### config.mk
export PLATFORM = sky130hd
export DESIGN_NAME = ram_arbiter
export DESIGN_NICKNAME = d
export VERILOG_FILES = /design/src/rtl/ram_arbiter_pkg.sv /design/src/rtl/ram_arbiter_rr_arbiter2.sv /design/src/rtl/ram_arbiter.sv
export SDC_FILE = /design/constraint.sdc
export NUM_CORES = 1
export LEC_CHECK = 0
export CAP_MARGIN = 20
export CORE_MARGIN = 2
export CORE_UTILIZATION = 35
export DETAILED_ROUTE_END_ITERATION = 6
export MAX_ROUTING_LAYER = met4
export PLACE_DENSITY = 0.72
export SLEW_MARGIN = 10
export SYNTH_ARGS = -nofsm -noshare
export SYNTH_HDL_FRONTEND = slang
export SYNTH_HIERARCHICAL = 1
export SYNTH_SLANG_ARGS = --single-unit
export TNS_END_PERCENT = 1
### constraint.sdc
create_clock -name clk -period 4.7 [get_ports clk]
set_clock_uncertainty 0.15 [all_clocks]
set_input_delay 0.94 -clock clk [delete_from_list [all_inputs] [get_ports clk]]
set_output_delay 0.94 -clock clk [all_outputs]
set_load 0.02 [all_outputs]
### src/rtl/ram_arbiter_pkg.sv
// Shared types and defaults for the CPU/DMA RAM arbiter.
// Imported by the arbiter top and its round-robin picker.
package ram_arbiter_pkg;

    localparam int ADDR_W_DFLT  = 12;
    localparam int DATA_W_DFLT  = 16;
    localparam int RAM_LAT_DFLT = 1;

    localparam logic PORT_CPU = 1'b0;
    localparam logic PORT_DMA = 1'b1;

    typedef enum logic [1:0] {
        IDLE,
        ACCESS,
        DONE
    } state_e;

endpackage

### src/rtl/ram_arbiter_rr_arbiter2.sv
// Two-way round-robin pick between CPU and DMA requesters.
// Pure combinational; the last-grant state lives in the caller.
module rr_arbiter2
    import ram_arbiter_pkg::*;
(
    input  logic [1:0] req,
    input  logic       last,
    output logic       grant
);

    // On a tie favour the port that did not win last time
    always_comb begin
        grant = PORT_CPU;
        if (req[PORT_CPU] && req[PORT_DMA]) begin
            grant = ~last;
        end else if (req[PORT_DMA]) begin
            grant = PORT_DMA;
        end
    end

endmodule

### src/rtl/ram_arbiter.sv
// Shares one single-port RAM between a CPU and a DMA/loader port.
// Fixed-latency, non-abortable accesses with round-robin arbitration.
module ram_arbiter
    import ram_arbiter_pkg::*;
#(
    parameter int ADDR_W  = ADDR_W_DFLT,
    parameter int DATA_W  = DATA_W_DFLT,
    parameter int RAM_LAT = RAM_LAT_DFLT
) (
    input  logic              clk,
    input  logic              res,
    input  logic              cpu_req,
    input  logic              cpu_we,
    input  logic [ADDR_W-1:0] cpu_addr,
    input  logic [DATA_W-1:0] cpu_wdata,
    output logic              cpu_ack,
    output logic [DATA_W-1:0] cpu_rdata,
    output logic              cpu_stall,
    input  logic              dma_req,
    input  logic              dma_we,
    input  logic [ADDR_W-1:0] dma_addr,
    input  logic [DATA_W-1:0] dma_wdata,
    output logic              dma_ack,
    output logic [DATA_W-1:0] dma_rdata,
    output logic              ram_sel,
    output logic              ram_we,
    output logic [ADDR_W-1:0] ram_addr,
    output logic [DATA_W-1:0] ram_wdata,
    input  logic [DATA_W-1:0] ram_rdata
);

    localparam int CNT_W = (RAM_LAT > 1) ? $clog2(RAM_LAT) : 1;
    localparam logic [CNT_W-1:0] CNT_LOAD = CNT_W'(RAM_LAT - 1);

    state_e            state_q, state_d;
    logic [CNT_W-1:0]  cnt_q, cnt_d;
    logic              we_q, we_d;
    logic [ADDR_W-1:0] addr_q, addr_d;
    logic [DATA_W-1:0] wdata_q, wdata_d;
    logic              gnt_q, gnt_d;
    logic [DATA_W-1:0] cpu_rdata_q, cpu_rdata_d;
    logic [DATA_W-1:0] dma_rdata_q, dma_rdata_d;
    logic              cpu_ack_q, cpu_ack_d;
    logic              dma_ack_q, dma_ack_d;
    logic              ram_sel_q, ram_sel_d;
    logic              ram_we_q, ram_we_d;
    logic              pick;

    rr_arbiter2 u_rr (
        .req   ({dma_req, cpu_req}),
        .last  (gnt_q),
        .grant (pick)
    );

    // Next-state logic; acks are registered out of DONE
    always_comb begin
        state_d     = state_q;
        cnt_d       = cnt_q;
        we_d        = we_q;
        addr_d      = addr_q;
        wdata_d     = wdata_q;
        gnt_d       = gnt_q;
        cpu_rdata_d = cpu_rdata_q;
        dma_rdata_d = dma_rdata_q;
        cpu_ack_d   = 1'b0;
        dma_ack_d   = 1'b0;
        ram_sel_d   = ram_sel_q;
        ram_we_d    = ram_we_q;
        unique case (state_q)
            IDLE: begin
                if (cpu_req || dma_req) begin
                    gnt_d     = pick;
                    we_d      = (pick == PORT_DMA) ? dma_we : cpu_we;
                    addr_d    = (pick == PORT_DMA) ? dma_addr : cpu_addr;
                    wdata_d   = (pick == PORT_DMA) ? dma_wdata : cpu_wdata;
                    cnt_d     = CNT_LOAD;
                    ram_sel_d = 1'b1;
                    ram_we_d  = (pick == PORT_DMA) ? dma_we : cpu_we;
                    state_d   = ACCESS;
                end
            end
            ACCESS: begin
                if (cnt_q == '0) begin
                    if (!we_q) begin
                        if (gnt_q == PORT_DMA) begin
                            dma_rdata_d = ram_rdata;
                        end else begin
                            cpu_rdata_d = ram_rdata;
                        end
                    end
                    ram_sel_d = 1'b0;
                    ram_we_d  = 1'b0;
                    state_d   = DONE;
                end else begin
                    cnt_d = cnt_q - CNT_W'(1);
                end
            end
            DONE: begin
                cpu_ack_d = (gnt_q == PORT_CPU);
                dma_ack_d = (gnt_q == PORT_DMA);
                state_d   = IDLE;
            end
            default: begin
                state_d = IDLE;
            end
        endcase
    end

    // State and registered outputs; reset aborts any access in flight
    always_ff @(posedge clk or negedge res) begin
        if (!res) begin
            state_q     <= IDLE;
            cnt_q       <= '0;
            we_q        <= 1'b0;
            addr_q      <= '0;
            wdata_q     <= '0;
            gnt_q       <= PORT_DMA;
            cpu_rdata_q <= '0;
            dma_rdata_q <= '0;
            cpu_ack_q   <= 1'b0;
            dma_ack_q   <= 1'b0;
            ram_sel_q   <= 1'b0;
            ram_we_q    <= 1'b0;
        end else begin
            state_q     <= state_d;
            cnt_q       <= cnt_d;
            we_q        <= we_d;
            addr_q      <= addr_d;
            wdata_q     <= wdata_d;
            gnt_q       <= gnt_d;
            cpu_rdata_q <= cpu_rdata_d;
            dma_rdata_q <= dma_rdata_d;
            cpu_ack_q   <= cpu_ack_d;
            dma_ack_q   <= dma_ack_d;
            ram_sel_q   <= ram_sel_d;
            ram_we_q    <= ram_we_d;
        end
    end

    assign cpu_ack   = cpu_ack_q;
    assign dma_ack   = dma_ack_q;
    assign cpu_rdata = cpu_rdata_q;
    assign dma_rdata = dma_rdata_q;
    assign cpu_stall = cpu_req & ~cpu_ack_q;
    assign ram_sel   = ram_sel_q;
    assign ram_we    = ram_we_q;
    assign ram_addr  = addr_q;
    assign ram_wdata = wdata_q;

endmodule

==> results.md, run 1 <==
Floorplanning:
- Pin placement for this block handled 143 I/O pins.
- The floorplan step defined a die boundary enclosing just over 9000 um2.
- The floorplan die height is 95.2 um.
- After floorplanning, the core was sized to cover 8130 um2.
- From left edge to right edge, the die measures 95.2 um.
- The initial utilization of the core area, before any placement, comes to 35.8%.
- The row count is 33.

STA:
- The ratio of final minimum period to clock period is a little under three quarters.
- The post-layout minimum cycle time is roughly 3.3 ns.
- The worst pin sits at a relative slew slack of between 30% and 40%.
- The setup TNS after final layout is 0 ns.
- The number of slew-limit violations in the final report is 0.
- Setup repair after global routing left no endpoint under its margin.
- The worst hold-check slack is around 0.36 ns.
- The slew at the pin closest to its max-slew limit is ~1 ns.
- Based on the critical path, the design can be clocked at up to roughly 0.30 GHz.
- The total of endpoints with negative setup slack in the final report is 0.
- The final hold violation count is 0.

Clock network:
- The post-CTS setup repair buffer count is 0.
- The maximum number of buffers from clock root to sink is 2.
- CTS saw 68 sinks.
- The number of H-tree levels is 3.
- In this run, CTS created clock tree buffers numbering 9.
- The number of gates given a new drive strength after cts is 0.
- The clock-pin slew on the worst setup and hold paths is 0.07 ns.
- Clock tree synthesis selected as its root buffer the cell sky130_fd_sc_hd__clkbuf_8.
- The clock reaches the later pin of the worst-skew pair after 0.32 ns.
- Hold repair after CTS inserted 0 buffers.
- TritonCTS built the clock tree.

Placement:
- The congestion estimate from routability-driven global placement came to ~0.66.
- The wire-length estimate of the detail-placed layout is 4.95 mm.
- The number of I/O port buffers is 142.

Yosys:
- The mean instance size in the synthesized netlist is 16.2 um2.
- The cell area after synthesis is 2910 um2.
- The count of state elements after synthesis is 68.
- The number of nets in the synthesized netlist is 258.
- The cell with the most instances after synthesis is sky130_fd_sc_hd__mux2_2.
- The proportion of netlist area held by the largest area contributor is 57.6%.
- The number of warnings reported in the yosys synthesis log is 6.
- The number of different library cells used by synthesis comes to 18.
- Of the synthesized area, sequential elements account for 58.5%.
- After synthesis, the cell types taking the most area are sky130_fd_sc_hd__dfrtp_1 (58%), sky130_fd_sc_hd__mux2_2 (36%), sky130_fd_sc_hd__buf_4 (1.0%).
- After technology mapping, the gate count stands at 180.
- Yosys mapped a number of flops with a built-in enable equal to 0.
- Among all flip-flop cells after synthesis, the most frequent one is sky130_fd_sc_hd__dfrtp_1.
- The largest total area in the synthesized netlist belongs to sky130_fd_sc_hd__dfrtp_1.
- Counting flops with an async set or reset pin after synthesis yields a share of 100%.
- After synthesis, the most frequently instantiated cells are sky130_fd_sc_hd__mux2_2 (92), sky130_fd_sc_hd__dfrtp_1 (67), sky130_fd_sc_hd__buf_4 (4), sky130_fd_sc_hd__clkbuf_1 (3).

Routing:
- The routed wire length is between 6 and 7 mm.
- The wire length per cell after detailed routing is ~15 um.
- The detailed router finished its first iteration with 19 violations.
- The number of nets with antenna violations after detailed routing is 0.
- In the routed design, unresolved DRC markers number 0.
- The routed via count is slightly above 2000.
- After detailed routing, the number of vias per cell comes to 4.70.
- The pre-antenna-repair detailed-routing pass consisted of 4 iterations.

Pwr:
- The peak ir drop on the vdd network is 0.317 mV.
- The static power due to leakage is 1.91 nW.
- Power spread over the standard cell area amounts to 678 nW/um2.

Global routing:
- met2 is the most crowded layer.
- The first global-routing pass estimated 10.1 mm of wire.
- The met1 track demand over resource is 17.9%.
- For met2 alone, demand over resource in global routing was approximately a quarter.
- The global route total overflow is 0.
- The number of global-route vias before repair came to 2206.
- In the global route stage, met3 resource usage came out at about 2.7%.
- The largest net degree at the start of global routing is 31.
- The number of antenna violations at the first check in global routing came to 0.
- Across every metal layer, demand over resource in global routing totals approximately 15%.

Run:
- The number of violations of the max-capacitance limit is 0.

Worst setup path:
- The kind of start point of the critical path is an input port.
- Walking the worst path, the cells encountered are clkdlybuf4s50_1 -> nor2b_1 -> clkdlybuf4s50_1.
- The start-to-end type of the worst setup path is input port to output pin.
- At the worst endpoint, the required time is ~3.6 ns.
- The highest net fanout along the worst path is 3.
- The critical path's top delay family is buffers and inverters.
- The number of buffers and inverters on the critical path is 2.
- The worst setup path is captured at an output pin.
- The arrival time reported for the critical path endpoint is 2.26 ns.
- The largest stage delay on the critical path is 0.61 ns.
- The slowest cell on the critical path is sky130_fd_sc_hd__clkdlybuf4s50_1.
- The cell with the most instances on the worst path is sky130_fd_sc_hd__clkdlybuf4s50_1.

Layout:
- The post-route netlist has 36.3% of its cells at a drive strength greater than 1.
- From synthesis to final layout, the design area changed by 61.0%.
- The number of nets in the final layout is ~410.
- Measured on the finished design, the core utilization comes to between 50 and 60%.
- The layout has 686 filler cells.
- The total inserted antenna cells is 0.

Hold path:
- The worst hold-check path type is register to register.

Status:
- The run finished with clean final reports.
-- path summary, 6_finish.rpt --
check | startpoint | end | slack (ns) | cells after the start
max | cpu_req | cpu_stall | 1.35 | 3
min | ram_addr[2] | ram_addr[2] | 0.36 | 1
max reg2reg | gnt_q | we_q | 2.52 | 3
min reg2reg | ram_addr[2] | ram_addr[2] | 0.36 | 1
max in group asynchronous | res | ram_wdata[8] | 3.22 | 2
min in group asynchronous | res | cpu_rdata[8] | 0.49 | 1
-- routing by layer --
| metal | wire length, um | share of wire (%) | up-vias |
|---|---|---|---|
| li1 | - | - | 947 |
| met1 | 2790 | 42 | 1027 |
| met2 | 3290 | 49 | 77 |
| met3 | 469 | 7.1 | 9 |
| met4 | 96 | 1.4 | 0 |
| met5 | 0 | 0 | - |
-- layout make-up --
class	count	area, um2	area share (%)
flip-flops and latches	68	1700	36.3
repair buffers	145	1450	31.0
multi-input cells	103	1160	24.8
clock buffers	12	165	3.52
well taps	105	131	2.80
clock inverters	4	70.1	1.49
inverters	1	3.75	0.0801
-- kinds of logic (layout without fill, tap and decap cells) --
kind of cell / count (synthesis) / count (layout) / synth area share (%)
flops: 68 / 68 / 58.5
compound gates: 2 / 2 / 0.687
mux: 92 / 92 / 35.6
buf+inv: 9 / 162 / 2.06
simple gates: 9 / 9 / 3.22
-- per-stage QoR --
step                      instance area, um2  instances  power (mW)  setup WS, ns
after global placement                  4430        421        2.63          1.38
after floorplan                         2910        180        1.91          2.34
final                                   4690        438        3.18          1.35
after detailed placement                4450        422        2.67          1.35
after CTS                               4690        438        3.23          1.35
after global routing                    4690        438        3.35          1.29
-- placed cells by master, fill, tap and decap left out --
master and instances:
sky130_fd_sc_hd__and2_2 1, sky130_fd_sc_hd__nor2b_1 1, sky130_fd_sc_hd__inv_1 1, sky130_fd_sc_hd__nor3b_4 1, sky130_fd_sc_hd__dfstp_2 1, sky130_fd_sc_hd__nor3b_1 1
sky130_fd_sc_hd__clkdlybuf4s50_1 141, sky130_fd_sc_hd__bufinv_16 2, sky130_fd_sc_hd__nand2b_4 1, sky130_fd_sc_hd__clkbuf_8 12, sky130_fd_sc_hd__nor2_1 1, sky130_fd_sc_hd__buf_4 2
sky130_fd_sc_hd__buf_2 1, sky130_fd_sc_hd__nor3_4 2, sky130_fd_sc_hd__a21boi_4 1, sky130_fd_sc_hd__mux2_2 92, sky130_fd_sc_hd__buf_12 1, sky130_fd_sc_hd__a21o_2 1
sky130_fd_sc_hd__clkinv_2 2, sky130_fd_sc_hd__and3b_2 1, sky130_fd_sc_hd__dfrtp_1 67
-- where the power goes --
part           internal (mW)  switching, mW  total, mW
clock network          0.341          0.209      0.550
registers              0.885          0.167       1.05
logic                  0.882          0.696       1.58
-- state kept, by name, summed over array words and instances, names as in the netlist, 2 cells and up --
register	cells
cpu_rdata	16
dma_rdata	16
ram_addr	12
ram_wdata	16
state_q	2
Note: power is estimated with default switching activity, not from simulation.
==> inputs of run 2 (changes only) <==
- PLACE_DENSITY: 0.72 -> 0.75
- clock period: 4.7 -> 2.9 ns (I/O delays scaled with it)
==> results.md, run 2 (synthesized netlist as in run 1, its figures left out) <==
Status:
- Run status: finished, final reports clean (unchanged).

Pwr:
- The static power due to leakage is 1.88 nW (was 1.91 nW).
- The internal power came to 3.19 mW (was 2.11 mW).
- The share of total power consumed by net switching was 35.1% (was 33.7%).
- The net switching power figure was 1.72 mW (was 1.07 mW).
- The share of power burned in combinational logic is 52.4% (was 49.6%).
- The share of power burned in the clock network is 12.7% (was 17.3%).
- The peak ir drop on the vdd network is 0.527 mV (was 0.317 mV).
- The power density relative to cell area was 1060 nW/um2 (was 678 nW/um2).
- The power share of the sequential group is 34.9% (was 33.1%).

Worst setup path:
- Critical-path cell list: clkdlybuf4s50_1 -> nor2b_1 -> clkdlybuf4s50_1 (unchanged).
- The kind of start point of the critical path is an input port (unchanged).
- The launch point of the worst reg-to-reg path is state_q[1] (was gnt_q).
- The worst endpoint required time was 2.17 ns (was 3.61 ns).
- The slowest cell on the critical path is sky130_fd_sc_hd__clkdlybuf4s50_1 (unchanged).
- The start-to-end type of the worst setup path is input port to output pin (unchanged).
- The arrival time reported for the critical path endpoint is 1.87 ns (was 2.26 ns).
- The buffer and inverter count on the worst path is 2 (unchanged).
- The critical path's top delay family is buffers and inverters (unchanged).
- The highest net fanout along the worst path is 3 (unchanged).
- The cell with the most instances on the worst path is sky130_fd_sc_hd__clkdlybuf4s50_1 (unchanged).
- The largest stage delay on the critical path is 0.61 ns (about the same).
- The startpoint of the worst setup timing path is cpu_req (unchanged).
- The kind of capture point of the worst setup path is an output pin (unchanged).

Clock network:
- The number of H-tree levels is 3 (unchanged).
- The post-CTS setup repair buffer count is 0 (unchanged).
- The total CTS buffers is 9 (unchanged).
- The total clock sinks is 68 (unchanged).
- The number of gates given a new drive strength after cts came to 0 (unchanged).
- The clock latency at the later pin of the worst-skew pair is 0.33 ns (was 0.32 ns).
- The clock root buffer is sky130_fd_sc_hd__clkbuf_8 (unchanged).
- The maximum number of buffers from clock root to sink is 2 (unchanged).
- The count of hold-fix buffers inserted at cts is 0 (unchanged).
- The clock-pin slew on the worst setup and hold paths is 0.07 ns (about the same).
- The CTS tree is built (unchanged).

Global routing:
- The met2 routing resource usage after global routing is 26.2% (was 25.4%).
- The number of global-route vias before repair was 2195 (was 2206).
- The peak-usage layer in the global routing report is met2 (unchanged).
- The fraction of met3 tracks used by global routing came to 3.72% (was 2.69%).
- The number of antenna violations at the first check in global routing is 0 (unchanged).
- The global-route usage over all layers is 15.3% (was 15.2%).
- The met1 track demand over resource came to 16.6% (was 17.9%).
- The global route total overflow is 0 (unchanged).
- The largest net degree at the start of global routing is 31 (unchanged).
- The global-route wire length before repair came to 10.2 mm (was 10.1 mm).

Routing:
- The detailed-router iteration count before antenna repair came to 3 (was 4).
- The wire length per cell after detailed routing is 15.2 um (about the same).
- The routed via count is 2050 (was 2060).
- The routed wire length came to 6.68 mm (was 6.65 mm).
- The via-per-instance ratio is 4.66 (was 4.70).
- The number of design-rule violations left by the first detailed-router iteration is 29 (was 19).
- The number of nets with antenna violations after detailed routing is 0 (unchanged).
- The DRC violation count after routing was 0 (unchanged).

Floorplanning:
- The row count is 33 (unchanged).
- The number of top-level design ports is 143 (unchanged).
- The overall die width came to 95.2 um (unchanged).
- The standard cell core area is 8130 um2 (unchanged).
- The initial cell density of the core is 35.8% (unchanged).
- The floorplan die height is 95.2 um (unchanged).
- The total die area came to 9070 um2 (unchanged).

STA:
- The total of endpoints with negative setup slack in the final report was 0 (unchanged).
- The worst slew slack as a fraction of its limit is 45.6% (was 34.7%).
- Of the available clock period, the critical path in the final layout requires 89.7%.
- The slew at the pin closest to its max-slew limit is 0.814 ns (was 0.977 ns).
- The final hold violation count is 0 (unchanged).
- The setup TNS after final layout is 0 ns (unchanged).
- The number of slew-limit violations in the final report is 0 (unchanged).
- Setup repair after global routing missed its margin: no (unchanged).
- The achievable clock frequency is 0.384 GHz.
- The post-layout minimum cycle time is 2.60 ns.
- The worst hold-check slack is 0.0472 ns (was 0.356 ns).

Layout:
- Most frequent cells in the layout: sky130_fd_sc_hd__clkdlybuf4s50_1 (141), sky130_fd_sc_hd__mux2_2 (92), sky130_fd_sc_hd__dfrtp_1 (67) (unchanged).
- The filler cell count came to 705 (was 686).
- The area taken by flip-flops and latches came to 1700 um2 (unchanged).
- The area growth from synthesis to layout was 58.8% (was 61.0%).
- The post-layout instance area is 4630 um2 (was 4690 um2).
- The share of cells above drive strength 1 is 35.8% (was 36.3%).
- The area occupied by multi-input gates is 1160 um2 (unchanged).
- The leading cell type in the layout, fill and taps excluded is sky130_fd_sc_hd__clkdlybuf4s50_1 (unchanged).
- The total inserted antenna cells is 0 (unchanged).
- The number of nets in the final layout is 409 (was 406).

Run:
- The number of violations of the max-capacitance limit is 0 (unchanged).

Hold path:
- The worst hold-check path type is input port to asynchronous set/reset pin (was register to register).

Placement:
- The placed standard-cell area came to 4480 um2 (was 4450 um2).
- The number of I/O port buffers came to 142 (unchanged).
- The post-detailed-placement half-perimeter wirelength is 5.07 mm (was 4.95 mm).
- The final weighted congestion of routability-driven global placement is 0.724 (was 0.659).
-- run 2: cell types whose count changed in the layout (fill, tap and decap cells not counted) --
| cell | change |
|---|---|
| sky130_fd_sc_hd__clkbuf_8 | -3 |
| sky130_fd_sc_hd__clkinv_2 | +1 |
| sky130_fd_sc_hd__buf_4 | +3 |
| sky130_fd_sc_hd__bufinv_16 | -2 |
| sky130_fd_sc_hd__clkbuf_1 | +3 |
-- run 2: worst paths after layout --
check	to	slack, ns	cells past startpoint
min in group clk	ram_sel	0.35	1
worst min-delay path	ram_addr[7]	0.05	1
worst max register to register	cpu_rdata[8]	0.96	3
worst min register to register	ram_sel	0.35	1
max in group asynchronous	gnt_q	1.78	2
worst max-delay path	cpu_stall	0.30	3
-- run 2: final cells by class --
class | instances | share of cell area (%)
Clock buffer | 12 | 2.92
Inverter | 1 | 0.0811
Sequential cell | 68 | 36.8
Timing Repair Buffer | 148 | 31.9
Clock inverter | 3 | 0.325
Tap cell | 105 | 2.84
Multi-Input combinational cell | 103 | 25.2
-- run 2: through the flow --
stage	utilization, %	power (mW)	setup WS, ns	std cells
2_1_floorplan	-	3.10	0.915	180
3_3_place_gp	55.0	4.28	0.297	425
3_5_place_dp	55.0	4.35	0.296	425
4_1_cts	56.9	4.99	0.296	440
5_1_grt	56.9	5.21	0.216	440
6_report	56.9	4.91	0.299	440
-- run 2: per-layer routing --
metal	routed length, um	vias to the layer above
li1	-	949
met5	0	-
met2	3420	80
met3	561	11
met4	134	0
met1	2560	1010
-- run 2: power by group through the flow --
| stage | logic, mW | clock network [mW] | registers (mW) |
|---|---|---|---|
| after global placement | 2.58 | 0 | 1.71 |
| after detailed placement | 2.61 | 0 | 1.74 |
| final | 2.57 | 0.625 | 1.71 |
| after CTS | 2.62 | 0.653 | 1.72 |
| after global routing | 2.73 | 0.707 | 1.78 |
| after floorplan | 0.843 | 0 | 2.26 |
-- run 2: worst register-to-register path, delay by kind of cell (launching register included) --
kind / cells / cell delay [ns]
AND/OR/NAND/NOR: 2 / 0.84
flip-flops: 1 / 0.43
multiplexers: 1 / 0.42
